[src/rtl/cascade_counter_pkg.sv]
// Shared limits and direction encoding for the cascaded up/down counter.
package cascade_counter_pkg;

    localparam int RADIX_MIN  = 2;
    localparam int RADIX_MAX  = 16;
    localparam int DIGITS_MAX = 8;

    localparam logic CNT_UP   = 1'b1;
    localparam logic CNT_DOWN = 1'b0;

endpackage : cascade_counter_pkg

[src/rtl/counter_digit.sv]
// One modulo-RADIX digit register with load clamp and step-driven up/down count.
module counter_digit
    import cascade_counter_pkg::*;
#(
    parameter  int RADIX = 10,
    localparam int DW    = $clog2(RADIX)
) (
    input  logic          clk,
    input  logic          rst,
    input  logic          load,
    input  logic [DW-1:0] load_digit,
    input  logic          step,
    input  logic          updown,
    output logic [DW-1:0] digit,
    output logic          at_max,
    output logic          at_min
);

    localparam logic [DW-1:0] DIGIT_MAX = DW'(RADIX - 1);

    logic [DW-1:0] digit_q, digit_d;

    assign at_max = (digit_q == DIGIT_MAX);
    assign at_min = (digit_q == '0);
    assign digit  = digit_q;

    always_comb begin
        // NOTE: default first so every path assigns digit_d and no latch is inferred.
        digit_d = digit_q;
        if (load) begin
            digit_d = (load_digit > DIGIT_MAX) ? DIGIT_MAX : load_digit;
        end else if (step) begin
            if (updown == CNT_UP) begin
                digit_d = at_max ? '0 : digit_q + DW'(1);
            end else begin
                digit_d = at_min ? DIGIT_MAX : digit_q - DW'(1);
            end
        end
    end

    always_ff @(posedge clk) begin
        // NOTE: non-blocking so every digit samples pre-edge state of its neighbours.
        if (rst) begin
            digit_q <= '0;
        end else begin
            digit_q <= digit_d;
        end
    end

endmodule : counter_digit

[src/rtl/cascade_updown_counter.sv]
// Multi-digit modulo-RADIX up/down counter with load, terminal count and wrap pulse.
// Optional sticky overflow output enabled by CASCADE_UPDOWN_COUNTER_STICKY_OVF_EN.
module cascade_updown_counter
    import cascade_counter_pkg::*;
#(
    parameter  int RADIX  = 10,
    parameter  int DIGITS = 2,
    localparam int DW     = $clog2(RADIX)
) (
    input  logic                 clk,
    input  logic                 rst,
    input  logic                 en,
    input  logic                 updown,
    input  logic                 load,
    input  logic [DIGITS*DW-1:0] load_val,
    output logic [DIGITS*DW-1:0] count,
    output logic                 tc,
    output logic                 wrap
`ifdef CASCADE_UPDOWN_COUNTER_STICKY_OVF_EN
    ,
    output logic                 ovf
`endif
);

    if (RADIX < RADIX_MIN || RADIX > RADIX_MAX || DIGITS < 1 || DIGITS > DIGITS_MAX) begin : g_param_check
        $error("cascade_updown_counter: RADIX=%0d DIGITS=%0d out of range", RADIX, DIGITS);
    end

    logic              run;
    logic [DIGITS-1:0] step, at_max, at_min, advance;
    logic              wrap_q, wrap_d;

    assign run = en & ~load;

    // A digit steps when every lower digit sits at its rollover value for this direction.
    for (genvar i = 0; i < DIGITS; i++) begin : g_digit
        assign advance[i] = (updown == CNT_UP) ? at_max[i] : at_min[i];

        if (i == 0) begin : g_lsd
            assign step[i] = run;
        end else begin : g_upper
            assign step[i] = run & (&advance[i-1:0]);
        end

        counter_digit #(.RADIX(RADIX)) u_digit (
            .clk        (clk),
            .rst        (rst),
            .load       (load),
            .load_digit (load_val[i*DW +: DW]),
            .step       (step[i]),
            .updown     (updown),
            .digit      (count[i*DW +: DW]),
            .at_max     (at_max[i]),
            .at_min     (at_min[i])
        );
    end

    assign tc     = run & (&advance);
    assign wrap_d = tc;
    assign wrap   = wrap_q;

    always_ff @(posedge clk) begin
        if (rst) begin
            wrap_q <= 1'b0;
        end else begin
            wrap_q <= wrap_d;
        end
    end

`ifdef CASCADE_UPDOWN_COUNTER_STICKY_OVF_EN
    logic ovf_q, ovf_d;

    assign ovf_d = load ? 1'b0 : (ovf_q | tc);
    assign ovf   = ovf_q;

    always_ff @(posedge clk) begin
        if (rst) begin
            ovf_q <= 1'b0;
        end else begin
            ovf_q <= ovf_d;
        end
    end
`endif

endmodule : cascade_updown_counter
[config.mk]
export PLATFORM = sky130hd
export DESIGN_NAME = cascade_updown_counter
export DESIGN_NICKNAME = d
export VERILOG_FILES = /design/src/rtl/cascade_counter_pkg.sv /design/src/rtl/counter_digit.sv /design/src/rtl/cascade_updown_counter.sv
export SDC_FILE = /design/constraint.sdc
export NUM_CORES = 1
export LEC_CHECK = 0
export BUFFER_PORTS_ARGS = -buffer_cell sky130_fd_sc_hd__buf_4
export CAP_MARGIN = 20
export CORE_MARGIN = 2
export CORE_UTILIZATION = 53
export CTS_BUF_LIST = sky130_fd_sc_hd__clkbuf_4
export DETAILED_ROUTE_END_ITERATION = 6
export GPL_TIMING_DRIVEN = 0
export HOLD_SLACK_MARGIN = 0.02
export PLACE_DENSITY_LB_ADDON = 0.2
export SLEW_MARGIN = 30
export SYNTH_ARGS = -nofsm -noshare
export SYNTH_HDL_FRONTEND = slang
export SYNTH_HIERARCHICAL = 1
export SYNTH_SLANG_ARGS = --single-unit
[constraint.sdc]
create_clock -name clk -period 2.13 [get_ports clk]
set_input_delay 0.5325 -clock clk [delete_from_list [all_inputs] [get_ports clk]]
set_output_delay 0.5325 -clock clk [all_outputs]
set_load 0.01 [all_outputs]
==> run metrics, run 1 <==
number of buffers on the longest clock path 2; endpoint with the worst hold slack g_digit[0].u_digit/digit[0]$_SDFFE_PP0P_; initial core utilization 55.5%; number of flip-flops and latches in the synthesized netlist 9; die area around 1900 µm²; cell area after synthesis between 800 and 900 µm²; RSZ-0062 raised after global routing no; time the final worst path needs with I/O delays and setup 2.04 ns; fin area between 1000 and 1500 µm²; Core Area 1470 µm²; via count of the first global-routing pass 679; Die Y-Extent about 43 µm; pre-CTS worst setup slack roughly 0.17 ns; depth of the worst register-to-register path 8; CP max stage delay 0.32 ns; gpl congestion approximately 0.78; Static Leakage approximately 0.42 nW; post-detailed-route DRC marker count 0; Vias ~860; capturing point of the worst reg2reg path g_digit[1].u_digit/digit[1]$_SDFFE_PP0P_; Total Power between 0.5 and 0.6 mW; width of the die between 40 and 50 µm; CTS buffer count 3; hold-fix buffers at CTS 0; post-DR vias/cell ~6; Worst Path Arrival ~1.5 ns; fraction of final layout cells sized beyond drive strength 1 between 30% and 40%; outcome completed; final setup violation count 0; number of detailed-route iterations in the first pass 4; Rel. slew slack 79.4%; Crit path required time roughly 1.6 ns; TritonCTS Sinks 9; Crit Reg-Reg Startpoint g_digit[0].u_digit/digit[2]$_SDFFE_PP0P_; Worst VDD drop between 0.2 and 0.3 mV; average cell area after synthesis between 8 and 9 µm²; layout overhead on the synthesized area 30.5%; # nets final 140; global-route wire length before repair a little under 3000 µm; worst reg-to-reg setup slack about 0.19 ns; post-route fraction of the period consumed by the critical path roughly 96%; slowest stage cell on the critical path dfxtp_1; first-iteration detailed-routing DRC count 20; number of instances in the synthesized netlist 100; post-synthesis cell type count 24; Post-Synthesis Net Count 113; cell area after placement 1000 µm²; clock tree from TritonCTS built; worst min-delay path class in2reg; number of I/O pins 23; half-perimeter wire length after detailed placement between 1000 and 1500 µm; clk_lat worst skew 0.25 ns; largest fanout on the critical path 9; Hold Path Cell Cnt 3; Least-Margin Pin Slew 0.300 ns; final hold slack ~0.54 ns; postcts setup bufs 0; worst clock skew on the final layout 0.00267 ns; Slew Viols, Final 0; Worst Min Path Start load_val[0]; Startpoint Class register; number of standard-cell rows in the floorplan 14; CP endpoint kind output port; DR WL/cell around 13 µm; post-layout worst setup margin about 0.092 ns; worst-path cell chain buf_6, nand2b_4, nor3b_2, mux2i_2, nor3_2, buf_4; remaining number of nets flagged by the antenna check after routing 0; total congestion overflow 0; Global Route Usage Sum 20.4%; total routed wirelength 1810 µm; quantity of I/O buffers inserted on ports 22; fillers about 120; yosys synthesis warning count 6; antenna violations before repair 0; endpoints failing hold 0; post-route setup TNS 0 ns; largest net degree at the start of global routing 17; Setup Crit Path Kind reg2out; count of maximum capacitance violations 0; Cell Pwr Density just under 500 nW/µm²; number of antenna cells inserted 0; clock slew seen by the registers of the worst setup and hold paths ~0.07 ns; buffer type at the clock tree root clkbuf_4; highest clock rate ~490 MHz; number of levels in the clock H-tree 1; sequential cell area fraction in the yosys report ~22%; post-cts sizing count 0
## state kept, by name, summed over array words and instances (netlist names)
name,flops
g_digit.u_digit/digit,8
wrap,1
## report_power, final
part	switching, mW	internal, mW
Combinational	0.0893	0.0948
Sequential	0.0130	0.180
Clock	0.0625	0.0848
## worst max path at each step
stage / startpoint / to / slack [ns]
after floorplan: g_digit[0].u_digit/digit[2]$_SDFFE_PP0P_ / g_digit[1].u_digit/digit[1]$_SDFFE_PP0P_ / 0.33
after global placement: g_digit[0].u_digit/digit[2]$_SDFFE_PP0P_ / g_digit[1].u_digit/digit[1]$_SDFFE_PP0P_ / 0.21
after detailed placement: g_digit[0].u_digit/digit[2]$_SDFFE_PP0P_ / g_digit[1].u_digit/digit[1]$_SDFFE_PP0P_ / 0.17
after CTS: g_digit[0].u_digit/digit[2]$_SDFFE_PP0P_ / tc / 0.01
after global routing: g_digit[0].u_digit/digit[2]$_SDFFE_PP0P_ / tc / 0.004
final: g_digit[0].u_digit/digit[2]$_SDFFE_PP0P_ / tc / 0.09
## placed cells by master, fill, tap and decap left out, drive strengths merged
cell	instances
inv	5
or2b	2
nor4	5
a211o	2
nand4bb	2
o221ai	2
nor3b	6
nor3	5
nand3b	2
clkbuf	4
o21ai	8
a211oi	2
a311oi	2
and3	2
mux2i	2
xnor2	2
nand2b	5
nor2	9
nand3	6
buf	30
o31a	2
a21oi	8
xor2	4
dfxtp	9
## area by class of cell
cell class	instances	area, µm²	share of cell area, %
clock buffer	4	30.0	2.82
inverter	5	18.8	1.76
sequential	9	181	17.0
buffer	8	90.1	8.45
tap	16	20.0	1.88
multi-input combinational	78	561	52.6
timing repair buffer	22	165	15.5
## worst max-delay path: cells and delay by family, from the launching register on
family,cells,cell delay [ns]
buf+inv,2,0.28
flops,1,0.32
mux,1,0.12
simple gates,3,0.53
## cell families after synthesis
kind of cell | count (synthesis) | share of synthesized area, %
AOI/OAI and AO/OA | 26 | 20.2
buffers and inverters | 13 | 13.3
and+or+nand+nor | 44 | 35.5
muxes | 2 | 2.45
xor gates and xnor gates | 6 | 6.43
DFF | 9 | 22.1
## stage by stage
| stage | instances | utilization [%] |
|---|---|---|
| after floorplan | 100 | - |
| after global placement | 138 | 68.1 |
| after detailed placement | 138 | 68.1 |
| after CTS | 142 | 70.2 |
| after global routing | 142 | 72.4 |
| final | 142 | 72.4 |
## cells in the mapped netlist
| cell type | n | area [µm²] |
|---|---|---|
| o221ai_1 | 2 | 17.5 |
| nand3b_1 | 2 | 15.0 |
| dfxtp_1 | 9 | 180 |
| mux2i_1 | 2 | 20.0 |
| or2b_1 | 2 | 15.0 |
| o31a_1 | 2 | 17.5 |
| nand4bb_1 | 2 | 22.5 |
| xnor2_1 | 2 | 17.5 |
| xor2_1 | 4 | 35.0 |
| inv_1 | 5 | 18.8 |
| buf_6 | 8 | 90.1 |
| nor2_1 | 9 | 33.8 |
| nor3_1 | 5 | 25.0 |
| nand3_1 | 6 | 30.0 |
| nor4_1 | 2 | 12.5 |
| a211o_1 | 2 | 17.5 |
| nor4_2 | 3 | 37.5 |
| nand2b_1 | 5 | 31.3 |
| o21ai_0 | 8 | 40.0 |
| a21oi_1 | 8 | 40.0 |
| and3_4 | 2 | 22.5 |
| a211oi_1 | 2 | 15.0 |
| nor3b_1 | 6 | 45.0 |
| a311oi_1 | 2 | 17.5 |
## layer usage
| layer | wire [µm] | GRT usage, % |
|---|---|---|
| met3 | 118 | 5.53 |
| met5 | 0 | 0 |
| met1 | 866 | 28.6 |
| met4 | 10 | 5.45 |
| met2 | 818 | 30.4 |
Power figures use the tool's default switching activity.
==> inputs of run 2 (changes only) <==
ABC_AREA = 1   (was not set)
CORE_MARGIN = not set   (was 2)
TNS_END_PERCENT = 20   (was not set)
==> run 2 against run 1 <==
  * Largest cell class unchanged
  * Clock skew grew 0.00068 ns
  * Sequential share of layout area rose by 0.78 points
  * Clock-buffer cell count did not move
  * Synthesized area shrank 2.3%
  * Maximum frequency is 1.7% higher
  * Non-clock buffer count decreased by 8
  * Sequential power is 3% higher
==> run metrics, run 2 <==
post-synthesis cell type count 16 (-33%); endpoint with the worst hold slack g_digit[1].u_digit/digit[3]$_SDFFE_PP0P_; yosys synthesis warning count 6 (unchanged); Worst Min Path Start rst; number of detailed-route iterations in the first pass 4 (unchanged); post-cts sizing count 0 (unchanged); number of standard-cell rows in the floorplan 13 (-1); Hold Path Cell Cnt 2 (-1); number of enable-type register cells in the synthesized netlist 0 (unchanged); first-iteration detailed-routing DRC count 23 (+15%); clock slew seen by the registers of the worst setup and hold paths 0.06 ns (about the same); Startpoint Class register; cell types with the highest counts after synthesis nand2_1, inv_1, nand3_1, nor2_1, a21oi_1; post-DR vias/cell 5.20 (-14%); CP max stage delay 0.53 ns (+0.21 ns); crit-path most repeated cell inv_1; Global Route Usage Sum 27.4% (+7.0 points); worst reg-to-reg setup slack 0.33 ns (+0.14 ns); Static Leakage 0.559 nW (+33%); initial core utilization 59.1% (+3.6 points); Worst Path Arrival 1.47 ns (-0.04 ns); average cell area after synthesis 5.62 µm² (-31%); die area 1670 µm² (-11%); half-perimeter wire length after detailed placement 1450 µm (+11%); remaining number of nets flagged by the antenna check after routing 0 (unchanged); fraction of post-synthesis cell area in the top cell type by area 22.6% (+0.52 points); number of instances in the synthesized netlist 142 (+42%); total routed wirelength 2010 µm (+11%); leading cell types in the layout, fill and taps excluded nand2_1, inv_1, buf_4, nand3_1, nor2_1; number of antenna cells inserted 0 (unchanged); max FFs per register 8 (unchanged); clk_lat worst skew 0.26 ns (about the same); capturing point of the worst reg2reg path g_digit[1].u_digit/digit[2]$_SDFFE_PP0P_; Core Area 1350 µm² (-8.2%); via count of the first global-routing pass 766 (+13%); global-route wire length before repair 2990 µm (+2.4%); quantity of I/O buffers inserted on ports 22 (unchanged); number of flip-flops and latches in the synthesized netlist 9 (unchanged); number of buffers on the longest clock path 2 (unchanged); buffer type at the clock tree root clkbuf_4; TritonCTS Sinks 9 (unchanged); total congestion overflow 0 (unchanged); Total Power 0.498 mW (-5.1%); antenna violations before repair 0 (unchanged); endpoints failing hold 0 (unchanged); final setup violation count 0 (unchanged); cell area after synthesis 798 µm² (-2.3%); count of maximum capacitance violations 0 (unchanged); layout overhead on the synthesized area 26.8%; width of the die 40.8 µm (-5.7%); # nets final 182 (+30%); async set-reset flop share out of synthesis 0% (unchanged); sequential cell area fraction in the yosys report 22.6% (+0.52 points); highest clock rate 499 MHz (+1.7%); number of I/O pins 23 (unchanged); Die Y-Extent 40.8 µm (-5.7%); postcts setup bufs 0 (unchanged); Crit path required time 1.60 ns (about the same); outcome completed; clock tree from TritonCTS built; post-detailed-route DRC marker count 0 (unchanged); Setup Crit Path Kind reg2out; Slew Viols, Final 0 (unchanged); time the final worst path needs with I/O delays and setup 2.00 ns (-0.0344 ns); worst clock skew on the final layout 0.00335 ns (+0.000677 ns); fraction of final layout cells sized beyond drive strength 1 23.2% (-13 points); slowest stage cell on the critical path dfxtp_1; depth of the worst register-to-register path 11 (+3); DR WL/cell 11.0 µm (-14%); Cell Pwr Density 492 nW/µm² (about the same); gpl congestion 0.781 (+0.15%); Vias 951 (+11%); CP endpoint kind output port; Buffers & Inverters on Critical Path 4 (+2); fillers 130 (+7.4%); most numerous cell in the Yosys netlist nand2_1; largest net degree at the start of global routing 16 (-1); Crit Reg-Reg Startpoint g_digit[0].u_digit/digit[3]$_SDFFE_PP0P_; Worst VDD drop 0.312 mV (+9.1%); Largest delay share family, worst path flip-flops; post-route setup TNS 0 ns (unchanged); CTS buffer count 3 (unchanged); Least-Margin Pin Slew 0.357 ns (+0.0570 ns); Post-Synthesis Net Count 155 (+37%); post-route fraction of the period consumed by the critical path 94.1% (-1.6 points); commonest non-fill, non-tap cell in the layout nand2_1; worst-path cell chain inv_1, nand3_1, inv_1, nand2_1, nand2_1, nand3_2, inv_1, buf_4; number of levels in the clock H-tree 1 (unchanged); cell type with the largest total area after synthesis dfxtp_1; worst min-delay path class in2reg; ranking of synthesized cells by area dfxtp_1, nand2_1, inv_1; largest fanout on the critical path 8 (-1); Rel. slew slack 76.1% (-3.3 points); RSZ-0062 raised after global routing no; hold-fix buffers at CTS 0 (unchanged); most used flip-flop cell after synthesis dfxtp_1
## run 2: cell count changes after synthesis, sizes merged, moves of 6 or more
| cell | delta |
|---|---|
| nand3 | +9 |
| a21oi | +6 |
| inv | +20 |
| nor2 | +11 |
| nand2 | +46 |
| buf | -8 |
| nor3b | -6 |
## run 2: worst max-delay path by stage
| stage | from | to | slack (ns) | depth (start not counted) |
|---|---|---|---|---|
| CTS | g_digit[0].u_digit/digit[0]$_SDFFE_PP0P_ | tc | 0.15 | 8 |
| global route | g_digit[1].u_digit/digit[0]$_SDFFE_PP0P_ | tc | 0.01 | 8 |
| finish | g_digit[0].u_digit/digit[3]$_SDFFE_PP0P_ | tc | 0.13 | 8 |
| global placement | g_digit[0].u_digit/digit[3]$_SDFFE_PP0P_ | g_digit[1].u_digit/digit[2]$_SDFFE_PP0P_ | 0.43 | 11 |
| floorplan | g_digit[0].u_digit/digit[3]$_SDFFE_PP0P_ | g_digit[1].u_digit/digit[2]$_SDFFE_PP0P_ | 0.57 | 11 |
| detailed placement | g_digit[0].u_digit/digit[3]$_SDFFE_PP0P_ | g_digit[1].u_digit/digit[2]$_SDFFE_PP0P_ | 0.39 | 11 |
## run 2: report_power, final
| part | leakage (nW) | internal, mW | switching, mW |
|---|---|---|---|
| registers | 0.0738 | 0.178 | 0.0212 |
| logic | 0.467 | 0.0677 | 0.0886 |
| clock network | 0.0184 | 0.0848 | 0.0580 |
## run 2: kinds of logic (layout without fill, tap and decap cells)
kind of cell | count (synthesis) | after routing | share of synthesized area (%)
DFF | 9 | 9 | 22.6
and+or+nand+nor | 84 | 84 | 49.1
buffers and inverters | 25 | 51 | 11.8
AOI/OAI and AO/OA | 24 | 24 | 16.6
## run 2: per-layer routing
metal	wire, µm	global-route usage (%)	vias up
li1	-	-	505
met4	14	12.5	0
met1	963	34.2	425
met3	51	3.26	2
met5	0	0	-
met2	984	46.1	19
## run 2: area by class of cell
| type | instances | area (µm²) | area share, % |
|---|---|---|---|
| Multi-Input combinational cell | 108 | 524 | 51.8 |
| Inverter | 25 | 93.8 | 9.27 |
| Sequential cell | 9 | 180 | 17.8 |
| Timing Repair Buffer | 22 | 165 | 16.3 |
| Tap cell | 15 | 18.8 | 1.85 |
| Clock buffer | 4 | 30.0 | 2.97 |
## run 2: per-stage QoR
step | hold slack, ns | util, % | std cells | cell area (µm²) | worst slack (ns)
global placement | 0.626 | 72.8 | 179 | 982 | 0.432
global route | 0.512 | 75.0 | 183 | 1010 | 0.0111
detailed placement | 0.636 | 72.8 | 179 | 982 | 0.394
finish | 0.521 | 75.0 | 183 | 1010 | 0.127
floorplan | 0.595 | - | 142 | 798 | 0.570
CTS | 0.506 | 75.0 | 183 | 1010 | 0.149
